<file path="src/rtl/alu_op_sequencer_if.sv">
// Command, ALU-drive and response signals of the ALU op sequencer.
// The slave modport is the sequencer; the master modport is the requester/ALU side.
interface alu_op_sequencer_if;
   logic        req0_valid;
   logic        req0_ready;
   logic [15:0] req0_a;
   logic [15:0] req0_b;
   logic [2:0]  req0_op;
   logic        req1_valid;
   logic        req1_ready;
   logic [15:0] req1_a;
   logic [15:0] req1_b;
   logic [2:0]  req1_op;
   logic [15:0] alu_din1;
   logic [15:0] alu_din2;
   logic [2:0]  alu_ms;
   logic [15:0] alu_out;
   logic        rsp_valid;
   logic        rsp_ready;
   logic        rsp_id;
   logic [15:0] rsp_data;
   logic        rsp_err;
   logic        busy;

   modport slave (
      input  req0_valid, req0_a, req0_b, req0_op,
      input  req1_valid, req1_a, req1_b, req1_op,
      input  alu_out, rsp_ready,
      output req0_ready, req1_ready,
      output alu_din1, alu_din2, alu_ms,
      output rsp_valid, rsp_id, rsp_data, rsp_err, busy
   );

   modport master (
      output req0_valid, req0_a, req0_b, req0_op,
      output req1_valid, req1_a, req1_b, req1_op,
      output alu_out, rsp_ready,
      input  req0_ready, req1_ready,
      input  alu_din1, alu_din2, alu_ms,
      input  rsp_valid, rsp_id, rsp_data, rsp_err, busy
   );
endinterface

</file>
<file path="src/rtl/alu_op_sequencer.sv">
// Round-robin two-port front end for the shared 16-bit ALU: holds operands for
// SETTLE_CYCLES, captures ALU_out and returns it tagged with the requester ID.
module alu_op_sequencer #(
   parameter int unsigned SETTLE_CYCLES = 1
) (
   input  logic              clk,
   input  logic              rst,
   alu_op_sequencer_if.slave bus
);
   typedef enum logic [1:0] {S_IDLE, S_EXEC, S_RESP} state_t;

   localparam logic [3:0] LP_SETTLE = 4'(SETTLE_CYCLES);
   localparam logic [2:0] OP_DIV    = 3'b100;
   localparam logic [2:0] OP_MOD    = 3'b110;

   state_t      r_state;
   state_t      w_next_state;
   logic        r_last_grant;
   logic        r_id;
   logic        r_rsp_err;
   logic [15:0] r_a;
   logic [15:0] r_b;
   logic [15:0] r_rsp_data;
   logic [2:0]  r_op;
   logic [3:0]  r_count;

   logic        w_grant_vld;
   logic        w_grant_id;
   logic        w_div_zero;
   logic [15:0] w_sel_a;
   logic [15:0] w_sel_b;
   logic [2:0]  w_sel_op;

   always_comb begin
      // NOTE: every signal written here gets a default first, so no path can infer a latch.
      w_grant_vld = 1'b0;
      w_grant_id  = 1'b0;
      if (r_state == S_IDLE) begin
         if (bus.req0_valid && bus.req1_valid) begin
            w_grant_vld = 1'b1;
            w_grant_id  = ~r_last_grant;
         end else if (bus.req0_valid) begin
            w_grant_vld = 1'b1;
         end else if (bus.req1_valid) begin
            w_grant_vld = 1'b1;
            w_grant_id  = 1'b1;
         end
      end
   end

   assign w_sel_a    = w_grant_id ? bus.req1_a  : bus.req0_a;
   assign w_sel_b    = w_grant_id ? bus.req1_b  : bus.req0_b;
   assign w_sel_op   = w_grant_id ? bus.req1_op : bus.req0_op;
   assign w_div_zero = ((w_sel_op == OP_DIV) || (w_sel_op == OP_MOD)) && (w_sel_b == 16'h0000);

   // NOTE: sequential state uses non-blocking assignments so every register samples pre-edge values.
   always_ff @(posedge clk) begin
      if (rst) r_state <= S_IDLE;
      else     r_state <= w_next_state;
   end

   always_comb begin
      w_next_state   = r_state;
      bus.req0_ready = 1'b0;
      bus.req1_ready = 1'b0;
      bus.alu_ms     = 3'b000;
      bus.rsp_valid  = 1'b0;
      bus.busy       = (r_state != S_IDLE);
      case (r_state)
         S_IDLE: begin
            bus.req0_ready = w_grant_vld && !w_grant_id;
            bus.req1_ready = w_grant_vld &&  w_grant_id;
            if (w_grant_vld) w_next_state = w_div_zero ? S_RESP : S_EXEC;
         end
         S_EXEC: begin
            bus.alu_ms = r_op;
            if (r_count == 4'd1) w_next_state = S_RESP;
         end
         S_RESP: begin
            bus.rsp_valid = 1'b1;
            if (bus.rsp_ready) w_next_state = S_IDLE;
         end
         default: w_next_state = S_IDLE;
      endcase
   end

   // Operands only load for commands that will reach the ALU, so Din1/Din2 keep their last EXEC values.
   always_ff @(posedge clk) begin
      if (rst) begin
         r_last_grant <= 1'b1;
         r_id         <= 1'b0;
         r_a          <= 16'h0000;
         r_b          <= 16'h0000;
         r_op         <= 3'b000;
         r_count      <= 4'd0;
         r_rsp_data   <= 16'h0000;
         r_rsp_err    <= 1'b0;
      end else begin
         case (r_state)
            S_IDLE: begin
               if (w_grant_vld) begin
                  r_last_grant <= w_grant_id;
                  r_id         <= w_grant_id;
                  if (w_div_zero) begin
                     r_rsp_data <= 16'hFFFF;
                     r_rsp_err  <= 1'b1;
                  end else begin
                     r_a       <= w_sel_a;
                     r_b       <= w_sel_b;
                     r_op      <= w_sel_op;
                     r_count   <= LP_SETTLE;
                     r_rsp_err <= 1'b0;
                  end
               end
            end
            S_EXEC: begin
               r_count <= r_count - 4'd1;
               if (r_count == 4'd1) r_rsp_data <= bus.alu_out;
            end
            default: ;
         endcase
      end
   end

   assign bus.alu_din1 = r_a;
   assign bus.alu_din2 = r_b;
   assign bus.rsp_id   = r_id;
   assign bus.rsp_data = r_rsp_data;
   assign bus.rsp_err  = r_rsp_err;
endmodule

</file>
<file path="src/flat_wrapper.sv">
// flat-port wrapper written by rule: the top's interface ports become plain ports
module alu_op_sequencer_flat 
#(
   parameter int unsigned SETTLE_CYCLES = 1
)
  (clk, rst, bus_req0_valid, bus_req0_a, bus_req0_b, bus_req0_op, bus_req1_valid, bus_req1_a, bus_req1_b, bus_req1_op, bus_alu_out, bus_rsp_ready, bus_req0_ready, bus_req1_ready, bus_alu_din1, bus_alu_din2, bus_alu_ms, bus_rsp_valid, bus_rsp_id, bus_rsp_data, bus_rsp_err, bus_busy);
  alu_op_sequencer_if bus_i ();
  input  logic clk;
  input  logic rst;
  input wire logic [$bits(bus_i.req0_valid)-1:0] bus_req0_valid;
  input wire logic [$bits(bus_i.req0_a)-1:0] bus_req0_a;
  input wire logic [$bits(bus_i.req0_b)-1:0] bus_req0_b;
  input wire logic [$bits(bus_i.req0_op)-1:0] bus_req0_op;
  input wire logic [$bits(bus_i.req1_valid)-1:0] bus_req1_valid;
  input wire logic [$bits(bus_i.req1_a)-1:0] bus_req1_a;
  input wire logic [$bits(bus_i.req1_b)-1:0] bus_req1_b;
  input wire logic [$bits(bus_i.req1_op)-1:0] bus_req1_op;
  input wire logic [$bits(bus_i.alu_out)-1:0] bus_alu_out;
  input wire logic [$bits(bus_i.rsp_ready)-1:0] bus_rsp_ready;
  output wire logic [$bits(bus_i.req0_ready)-1:0] bus_req0_ready;
  output wire logic [$bits(bus_i.req1_ready)-1:0] bus_req1_ready;
  output wire logic [$bits(bus_i.alu_din1)-1:0] bus_alu_din1;
  output wire logic [$bits(bus_i.alu_din2)-1:0] bus_alu_din2;
  output wire logic [$bits(bus_i.alu_ms)-1:0] bus_alu_ms;
  output wire logic [$bits(bus_i.rsp_valid)-1:0] bus_rsp_valid;
  output wire logic [$bits(bus_i.rsp_id)-1:0] bus_rsp_id;
  output wire logic [$bits(bus_i.rsp_data)-1:0] bus_rsp_data;
  output wire logic [$bits(bus_i.rsp_err)-1:0] bus_rsp_err;
  output wire logic [$bits(bus_i.busy)-1:0] bus_busy;
  assign bus_i.req0_valid = bus_req0_valid;
  assign bus_i.req0_a = bus_req0_a;
  assign bus_i.req0_b = bus_req0_b;
  assign bus_i.req0_op = bus_req0_op;
  assign bus_i.req1_valid = bus_req1_valid;
  assign bus_i.req1_a = bus_req1_a;
  assign bus_i.req1_b = bus_req1_b;
  assign bus_i.req1_op = bus_req1_op;
  assign bus_i.alu_out = bus_alu_out;
  assign bus_i.rsp_ready = bus_rsp_ready;
  assign bus_req0_ready = bus_i.req0_ready;
  assign bus_req1_ready = bus_i.req1_ready;
  assign bus_alu_din1 = bus_i.alu_din1;
  assign bus_alu_din2 = bus_i.alu_din2;
  assign bus_alu_ms = bus_i.alu_ms;
  assign bus_rsp_valid = bus_i.rsp_valid;
  assign bus_rsp_id = bus_i.rsp_id;
  assign bus_rsp_data = bus_i.rsp_data;
  assign bus_rsp_err = bus_i.rsp_err;
  assign bus_busy = bus_i.busy;
  alu_op_sequencer #(.SETTLE_CYCLES(SETTLE_CYCLES)) u_core (.clk(clk), .rst(rst), .bus(bus_i));
endmodule
</file>
<file path="config.mk">
export PLATFORM = sky130hd
export DESIGN_NAME = alu_op_sequencer_flat
export DESIGN_NICKNAME = d
export VERILOG_FILES = /design/src/rtl/alu_op_sequencer_if.sv /design/src/rtl/alu_op_sequencer.sv /design/src/flat_wrapper.sv
export SDC_FILE = /design/constraint.sdc
export NUM_CORES = 1
export LEC_CHECK = 0
export ABC_AREA = 1
export CORE_MARGIN = 5
export CORE_UTILIZATION = 38
export CTS_BUF_LIST = sky130_fd_sc_hd__clkbuf_4
export CTS_CLUSTER_DIAMETER = 100
export DETAILED_ROUTE_END_ITERATION = 12
export GPL_TIMING_DRIVEN = 0
export MAX_ROUTING_LAYER = met4
export PLACE_DENSITY = 0.84
export REMOVE_ABC_BUFFERS = 1
export SYNTH_ARGS = -nofsm -noshare
export SYNTH_HDL_FRONTEND = slang
export SYNTH_SLANG_ARGS = --single-unit
</file>
<file path="constraint.sdc">
create_clock -name clk -period 2.1 [get_ports clk]
set_input_delay 0.525 -clock clk [delete_from_list [all_inputs] [get_ports clk]]
set_output_delay 0.525 -clock clk [all_outputs]
set_load 0.1 [all_outputs]
</file>
==> results by group, run 1 <==
Run status
  – Status: finished, violations left
  – Failing checks: negative setup slack

Power
  – Power share of the combinational group: 64.6%
  – Sequential fraction of design power: 23.5%
  – Switching share of power: 55.0%
  – Clock share of power: 11.8%
  – Max VDD drop: 0.000701 V
  – Pleak: 2.21 nW
  – Switch Pwr: 3.65 mW
  – Pint: 2.98 mW
  – Power per cell area: 1230 nW/um2

Timing
  – RSZ-0062 raised after global routing: yes
  – Slew Limit Fails: 0
  – Final Setup Violations: 57
  – Worst Clk Skew: 15.9 ps
  – Period utilisation layout: 107%
  – Worst slew pin tran: 843 ps
  – Worst slew margin: 43.8%
  – Fin. Hold Viols: 0
  – F_max: 444 MHz
  – Fin worst setup slack: -151 ps
  – Minimum clock period: 2250 ps
  – Hold_ws: 457 ps

Clock tree
  – H-tree levels: 3
  – Clock root cell: clkbuf_4
  – Clock slew at reported path FFs: 100 ps
  – Clock Tree Buf Depth: 2
  – CTS tree: built
  – Skew-Pair Late Insertion Delay: 410 ps
  – CTS sink cnt: 60
  – CTS buffer count: 9

Setup path
  – CP endpoint kind: flip-flop
  – Max incr delay on CP: 370 ps
  – Crit path arrival time: 2550 ps
  – CP top delay family: simple AND/OR/NAND/NOR gates
  – Critical path peak fanout: 20
  – Worst path bufs/invs: 3
  – CP most frequent cell: nand2_2
  – Critical Path Slowest Stage Cell: dfxtp_4
  – Cell chain of the critical path: nor2_4, buf_12, nand3_4, clkbuf_16, nand2_2, nand2_2, nor2_2, nand2_2, nor2_4, buf_4, nand2_8, a21oi_1, nor2_1
  – WS Path Type: reg -> reg
  – CP required: 2390 ps
  – CP Launch Type: flip-flop

Global route
  – Initial antenna violation count: 0
  – Largest net degree at the start of global routing: 39
  – Vias in the first global route: 3737
  – Total track usage: 23.8%
  – Grt total ovfl: 0
  – First-pass GRT wire length: 18.4 mm

Route
  – Wire length per cell: 17.2 um
  – Via count: 3802
  – DRT antenna net count: 0
  – Drt drc: 0
  – 1st-iter DRT viols: 201
  – Routed vias/inst: 5.27
  – TritonRoute pass-1 iters: 5
  – WL final: 12.4 mm

Floorplan
  – Io pins: 148
  – Die Span Y: 99.8 um
  – Die width: 99.8 um
  – Core footprint: 7810 um2
  – Rows: 32
  – Die Area: 9970 um2
  – Initial core utilization: 39.3%

Synth
  – Post-synth top area share: 39.2%
  – Mapped cell area: 3070 um2
  – Cell taking the most area after synthesis: dfxtp_1
  – Synthesized instance count: 450
  – Ys Warns: 0
  – Post-synth cell types: 25
  – Top post-synthesis cells by area: dfxtp_1 39%, nand2_1 19%, a21oi_1 8.5%
  – Post-Syn Area per Cell: 6.81 um2
  – Count of state elements after synthesis: 60
  – Seq/Total Area, Yosys: 39.2%

Finish
  – Multi-input gate area: 1940 um2
  – Filler cells: 595
  – Ant diodes: 0
  – Synth-to-layout area growth: 76.6%
  – Layout net count: 708
  – Fraction of layout cells with a size suffix above 1: 31.3%
  – Post-route cell area: 5420 um2
  – Reg area: 1210 um2
  – Non-filler cells, final: 721

Flow run
  – Max Cap Viol: 0

Place
  – Dpl ws: -2830 ps
  – DP Area: 4520 um2
  – Placed cells: 671
  – Port Buf Inserts: 147
  – DP HPWL: 7.13 mm
  – GPL Wtd Cong: 0.803

Hold path
  – Worst Hold Class: reg -> reg
==> layout make-up <==
| type | count | area share (%) |
|---|---|---|
| clock buffer | 9 | 1.25 |
| clock inverter | 6 | 1.04 |
| inverter | 34 | 2.75 |
| multi-input combinational | 333 | 35.8 |
| sequential | 60 | 22.3 |
| tap | 102 | 2.36 |
| timing repair buffer | 177 | 34.5 |
==> worst min-delay path: cells and delay by family (launching register included) <==
family | cells | cell delay [ps]
compound gates | 1 | 40
flops | 1 | 320
buf+inv | 1 | 60
==> per-stage QoR <==
| step | setup TNS [ps] | util (%) | total power [mW] |
|---|---|---|---|
| global placement | -168540 | 57.5 | 5.08 |
| detailed placement | -166880 | 57.9 | 5.19 |
| CTS | -1830 | 65.8 | 6.32 |
| finish | -4240 | 69.4 | 6.64 |
| floorplan | -103590 | - | 4.20 |
| global route | -11150 | 69.4 | 6.93 |
==> kinds of logic (layout without fill, tap and decap cells) <==
group / count (synthesis) / in the layout / share of synthesized area (%)
fa+ha+maj: 2 / 2 / 0.816
simple gates: 259 / 265 / 38.0
buf+inv: 63 / 226 / 10.0
flops: 60 / 60 / 39.2
compound gates: 66 / 66 / 12.0
==> repair_timing <==
item                                    in CTS  in global routing
endpoints found under the setup margin     117                 65
pin swaps                                   11                 15
buffers inserted                            21                  6
hold buffers                                 0                  0
cloned                                       6                  2
gates resized for setup                    247                 64
==> cells in the mapped netlist <==
library cell    n
nand2_4         2
nor2_1         21
nor3_1          1
nor2_4          1
a21oi_1        52
nand3_2         1
buf_4           1
inv_1          33
nor3b_2         1
buf_1           1
o21ai_0         4
buf_2           6
nand4_1        10
clkinv_1        1
dfxtp_1        60
buf_6           8
nand2_2         2
nand2_1       158
a21oi_2        10
nor2_2          2
nand3b_1       17
clkbuf_1       13
or2_2           1
ha_1            2
nand3_1        42
==> per-layer routing <==
layer,vias to the layer above,share of wire [%],track usage [%]
met5,-,0,-
met4,0,3.8,9.77
met3,45,6.4,4.03
met2,178,51,40.5
met1,1776,39,27.7
li1,1803,-,-
==> worst paths after layout <==
check / from / endpoint / slack [ps] / cells past startpoint
min reg2reg: u_core.bus.rsp_data[10] / u_core.bus.rsp_data[10] / 460 / 2
max: u_core.r_state[0] / u_core.r_op[2] / -150 / 13
min: u_core.bus.rsp_data[10] / u_core.bus.rsp_data[10] / 460 / 2
max reg2reg: u_core.r_state[0] / u_core.r_op[2] / -150 / 13
==> power by group through the flow <==
| stage | registers (mW) | clock network [mW] | logic, mW |
|---|---|---|---|
| final | 1.56 | 0.786 | 4.29 |
| after global placement | 1.56 | 0 | 3.52 |
| after CTS | 1.55 | 0.797 | 3.98 |
| after global routing | 1.59 | 0.859 | 4.48 |
| after floorplan | 3.09 | 0 | 1.11 |
| after detailed placement | 1.57 | 0 | 3.62 |
==> layout by cell type (no fill, tap or decap), types with 10 or more instances in the layout <==
cell,synthesis,layout
a21oi_2,10,16
nand3_1,42,40
nand2_2,2,30
nand2_1,158,124
nor2_2,2,11
nand4_1,10,10
clkdlybuf4s50_1,0,87
nand3b_1,17,17
buf_4,1,21
clkdlybuf4s15_2,0,50
clkbuf_4,0,11
a21oi_1,52,44
inv_1,33,29
dfxtp_1,60,58
==> state kept, by name (all words and copies together) (netlist names) <==
register / count
u_core.bus.alu_din1: 16
u_core.bus.alu_din2: 16
u_core.bus.rsp_data: 16
u_core.bus.rsp_err: 1
u_core.bus.rsp_id: 1
u_core.r_count: 4
u_core.r_last_grant: 1
u_core.r_op: 3
u_core.r_state: 2
Note: power is estimated with default switching activity, not from simulation.
==> run 2: changes to the inputs <==
- CAP_MARGIN: unset -> 20
==> results by group, run 2 (synthesized netlist as in run 1, its figures left out) <==
Run status
  – Status: finished, violations left
  – Failing checks: negative setup slack

Setup path
  – Crit path arrival time: 2610 ps
  – WS Path Type: in -> reg
  – Worst path bufs/invs: 4
  – Max incr delay on CP: 280 ps
  – Critical Path Slowest Stage Cell: clkdlybuf4s15_1
  – CP endpoint kind: flip-flop
  – Critical path peak fanout: 14
  – CP required: 2440 ps
  – CP Launch Type: input pin
  – Cell chain of the critical path: clkdlybuf4s15_1, nand2_4, nand3_4, buf_12, clkinv_16, nand2_2, nand2_2, nor2_2, nand2_2, nor2_4, buf_12, nand2_8, nand2_8, nand2_8, a21oi_2
  – CP top delay family: simple AND/OR/NAND/NOR gates

Clock tree
  – Clock Tree Buf Depth: 2
  – H-tree levels: 3
  – CTS buffer count: 9
  – CTS tree: built
  – Clock root cell: clkbuf_4
  – Skew-Pair Late Insertion Delay: 420 ps
  – Hold_buf cts: 0
  – Clock slew at reported path FFs: 100 ps
  – CTS sink cnt: 60

Timing
  – Minimum clock period: 2270 ps
  – Worst Clk Skew: 13.9 ps
  – Worst slew margin: 42.6%
  – F_max: 441 MHz
  – Fin worst setup slack: -166 ps
  – Slew Limit Fails: 0
  – Final Setup Violations: 59
  – TNS Setup: -6880 ps
  – Worst slew pin tran: 859 ps
  – RSZ-0062 raised after global routing: yes
  – Fin. Hold Viols: 0
  – Period utilisation layout: 108%

Route
  – Drt drc: 0
  – 1st-iter DRT viols: 391
  – DRT antenna net count: 0
  – Via count: 4173
  – WL final: 15.8 mm
  – Wire length per cell: 21.4 um
  – Routed vias/inst: 5.66
  – TritonRoute pass-1 iters: 5

Finish
  – Ant diodes: 0
  – Multi-input gate area: 2530 um2
  – Commonest non-fill, non-tap cell in the layout: nand2_1
  – Leading cell types in the layout, fill and taps excluded: 94 x nand2_1, 87 x clkdlybuf4s50_1, 57 x dfxtp_1
  – Reg area: 1210 um2
  – Filler cells: 483
  – Layout net count: 724
  – Fraction of layout cells with a size suffix above 1: 45.5%
  – Synth-to-layout area growth: 101%

Hold path
  – Worst Hold Class: reg -> reg

Global route
  – Vias in the first global route: 3658
  – Total track usage: 23.9%
  – Initial antenna violation count: 0
  – First-pass GRT wire length: 18.3 mm
  – Grt total ovfl: 0
  – Largest net degree at the start of global routing: 28

Floorplan
  – Die width: 99.8 um
  – Core footprint: 7810 um2
  – Initial core utilization: 39.3%
  – Die Span Y: 99.8 um
  – Rows: 32
  – Io pins: 148
  – Die Area: 9970 um2

Place
  – Port Buf Inserts: 147
  – DP HPWL: 7.28 mm
  – GPL Wtd Cong: 0.803
  – Dpl ws: -2790 ps

Power
  – Max VDD drop: 0.000772 V
  – Power per cell area: 1170 nW/um2
  – Pleak: 2.43 nW

Flow run
  – Max Cap Viol: 0
-- run 2: changes by cell type in the layout (fill, tap and decap cells not counted), sizes merged --
cell and delta:
dlygate4sd2 -1, nand2 +10, inv +1, clkbuf -2, clkdlybuf4s15 +1, clkinv -2, dlymetal6s2s +1, clkinvlp +1
buf +7
-- run 2: power breakdown --
part	switching [mW]	internal (mW)	total, mW
Sequential	0.201	1.40	1.60
Combinational	3.40	1.38	4.78
Clock	0.449	0.364	0.813
-- run 2: path summary, 6_finish.rpt --
path,endpoint,cells after the start,from,slack (ps)
setup / recovery,u_core.bus.rsp_data[2],15,bus_req0_valid,-170
hold / removal,u_core.bus.rsp_data[5],2,u_core.bus.rsp_data[5],460
setup reg to reg,u_core.bus.rsp_data[2],14,u_core.r_state[1],-130
hold reg to reg,u_core.bus.rsp_data[5],2,u_core.bus.rsp_data[5],460
-- run 2: per-layer routing --
layer	share of wire, %	global-route usage (%)	up-vias
li1	-	-	1834
met1	37	28.2	1973
met2	50	40.3	273
met3	7.7	4.66	93
met4	5.2	8.72	0
met5	0	-	-
-- run 2: layout make-up --
class / instances / share of cell area [%]
timing repair inverter: 1 / 0.142
sequential: 60 / 19.6
clock inverter: 5 / 0.872
tap: 102 / 2.07
clock buffer: 10 / 1.22
inverter: 34 / 2.64
timing repair buffer: 182 / 32.5
multi-input combinational: 343 / 41.0
-- run 2: timing repair --
| item | in CTS | in global routing |
|---|---|---|
| gates resized for setup | 241 | 184 |
| gates cloned | 6 | 13 |
| buffers inserted | 14 | 16 |
| setup endpoints to repair | 116 | 64 |
| pin swaps | 8 | 45 |
-- run 2: worst min-delay path, delay by kind of cell, from the launching register on --
kind	cells	cell delay, ps
buffers and inverters	1	60
flip-flops	1	320
AO/OA/AOI/OAI	1	50
-- run 2: metrics by stage --
| step | instance area, um2 | hold slack, ps | instances | util [%] | power, mW |
|---|---|---|---|---|---|
| floorplan | 2890 | 429 | 421 | - | 4.20 |
| CTS | 5140 | 455 | 708 | 65.8 | 6.28 |
| global route | 6170 | 483 | 737 | 79.0 | 7.44 |
| detailed placement | 4560 | 439 | 673 | 58.4 | 5.20 |
| finish | 6170 | 463 | 737 | 79.0 | 7.19 |
| global placement | 4490 | 433 | 670 | 57.5 | 5.08 |
==> run 3: changes to the inputs <==
- REMOVE_ABC_BUFFERS: 1 -> unset
==> results by group, run 3 (synthesized netlist as in run 1, its figures left out) <==
Route
  – Via count: 4394
  – Drt drc: 0
  – DRT antenna net count: 0
  – DR top layer: met4
  – TritonRoute pass-1 iters: 7
  – Metal2 WL: 8.32 mm
  – Routed vias/inst: 5.69
  – Met1 wire length: 5.52 mm
  – 1st-iter DRT viols: 354
  – WL final: 16.5 mm
  – DR WL met3: 1.22 mm
  – Wire length per cell: 21.3 um

Timing
  – Period utilisation layout: 115%
  – Slew Limit Fails: 0
  – Worst Clk Skew: 16.9 ps
  – Worst slew pin tran: 915 ps
  – Minimum clock period: 2410 ps
  – Fin. Hold Viols: 0
  – RSZ-0062 raised after global routing: yes
  – Fin worst setup slack: -310 ps
  – F_max: 415 MHz
  – Final Setup Violations: 60
  – Worst slew margin: 39.0%

Global route
  – Initial antenna violation count: 1
  – First-pass GRT wire length: 21.2 mm
  – Total track usage: 27.5%
  – Largest net degree at the start of global routing: 18
  – Vias in the first global route: 4442
  – Grt total ovfl: 0

Floorplan
  – Die Span Y: 99.8 um
  – Die Area: 9970 um2
  – Die width: 99.8 um
  – Core footprint: 7810 um2
  – Initial core utilization: 39.3%
  – Rows: 32
  – Io pins: 148

Finish
  – Non-filler cells, final: 772
  – Leading cell types in the layout, fill and taps excluded: 109 x nand2_1, 88 x clkdlybuf4s50_1, 58 x dfxtp_1
  – Layout net count: 757
  – Post-route cell area: 6390 um2
  – Final Core Density: 81.9%
  – Synth-to-layout area growth: 108%
  – Commonest non-fill, non-tap cell in the layout: nand2_1
  – Fraction of layout cells with a size suffix above 1: 48.3%

Clock tree
  – Clock root cell: clkbuf_4
  – Clock slew at reported path FFs: 110 ps
  – Clock Tree Buf Depth: 2
  – CTS sink cnt: 60
  – Skew-Pair Late Insertion Delay: 420 ps
  – CTS buffer count: 9
  – CTS tree: built
  – H-tree levels: 3

Place
  – GPL Wtd Cong: 0.875
  – Port Buf Inserts: 147
  – DP Area: 4730 um2
  – DP HPWL: 7.96 mm
  – Dpl ws: -1730 ps
  – Placed cells: 699

Setup path
  – CP required: 2380 ps
  – WS Path Type: reg -> reg
  – CP Launch Type: flip-flop
  – R2R setup slack: -310 ps
  – CP endpoint kind: flip-flop
  – Crit path arrival time: 2690 ps
  – Critical path peak fanout: 8

Power
  – Power per cell area: 1200 nW/um2
  – Tot Pwr: 7.69 mW
  – Max VDD drop: 0.000717 V
  – Pleak: 2.63 nW

Hold path
  – Worst Hold Class: reg -> reg

Synth
  – Syn nets: 543

Flow run
  – Max Cap Viol: 0

Run status
  – Status: finished, violations left
  – Failing checks: negative setup slack
==> run 3: cell types whose count changed in the layout (fill, tap and decap cells not counted), moves of 4 or more <==
| cell | change |
|---|---|
| buf_4 | +25 |
| nand2_8 | -16 |
| nand2_1 | +15 |
| a21oi_1 | -12 |
| nand3_1 | -12 |
| buf_8 | +10 |
| nand3_4 | +10 |
| a21oi_2 | +9 |
| nand2_4 | -9 |
| clkbuf_1 | +7 |
| nand2_2 | -5 |
| buf_12 | -4 |
| clkbuf_2 | +4 |
==> run 3: layout make-up <==
cell class | instances | area, um2
Multi-Input combinational cell | 327 | 2350
Timing Repair Buffer | 204 | 2110
Fill cell | 417 | 1420
Sequential cell | 60 | 1210
Buffer | 28 | 280
Inverter | 34 | 139
Tap cell | 102 | 128
Clock inverter | 6 | 103
Clock buffer | 10 | 75.1
Antenna cell | 1 | 2.50
==> run 3: metal layers <==
metal  global-route usage, %  up-vias
li1                        -     1890
met1                    27.9     2080
met2                    49.2      304
met3                    5.91      120
met4                    15.0        0
met5                       -        -
==> run 3: final timing paths <==
kind / from / endpoint / cells after the start
min: u_core.bus.rsp_data[1] / u_core.bus.rsp_data[1] / 2
max: u_core.r_state[0] / u_core.bus.alu_din2[10] / 15
max reg2reg: u_core.r_state[0] / u_core.bus.alu_din2[10] / 15
min reg2reg: u_core.bus.rsp_data[1] / u_core.bus.rsp_data[1] / 2
==> run 3: repair_timing <==
action / 4_1_cts / 5_1_grt
resized for setup: 325 / 117
cloned: 8 / 0
hold buffers: 0 / 0
pin swaps: 34 / 45
setup buffers: 45 / 4
hold endpoints to repair: 0 / 0
endpoints found under the setup margin: 115 / 62
==> run 3: power breakdown <==
group	switching [mW]	leakage, nW	internal [mW]
Clock	0.470	0.0955	0.607
Sequential	0.211	0.496	1.40
Combinational	3.42	2.04	1.58
Total	4.10	2.63	3.59
==> run 3: critical path: stages (launching register included) <==
cell and delay, ps:
dfxtp_2 360, nor2_4 160, buf_6 130, nand3_4 100, buf_8 180, buf_16 140
nand2_1 70, nand2_1 120, nor2_2 140, nand2_2 90, nor2_4 140, nand2_4 130
buf_12 180, buf_8 140, nand3_1 110, a21oi_2 80
==> run 3: stage by stage <==
step                      hold slack, ps  TNS [ps]
after floorplan                      429      -651
after global placement               433    -41750
after detailed placement             436    -44270
after CTS                            455     -3740
after global routing                 497    -15570
final                                465    -12500
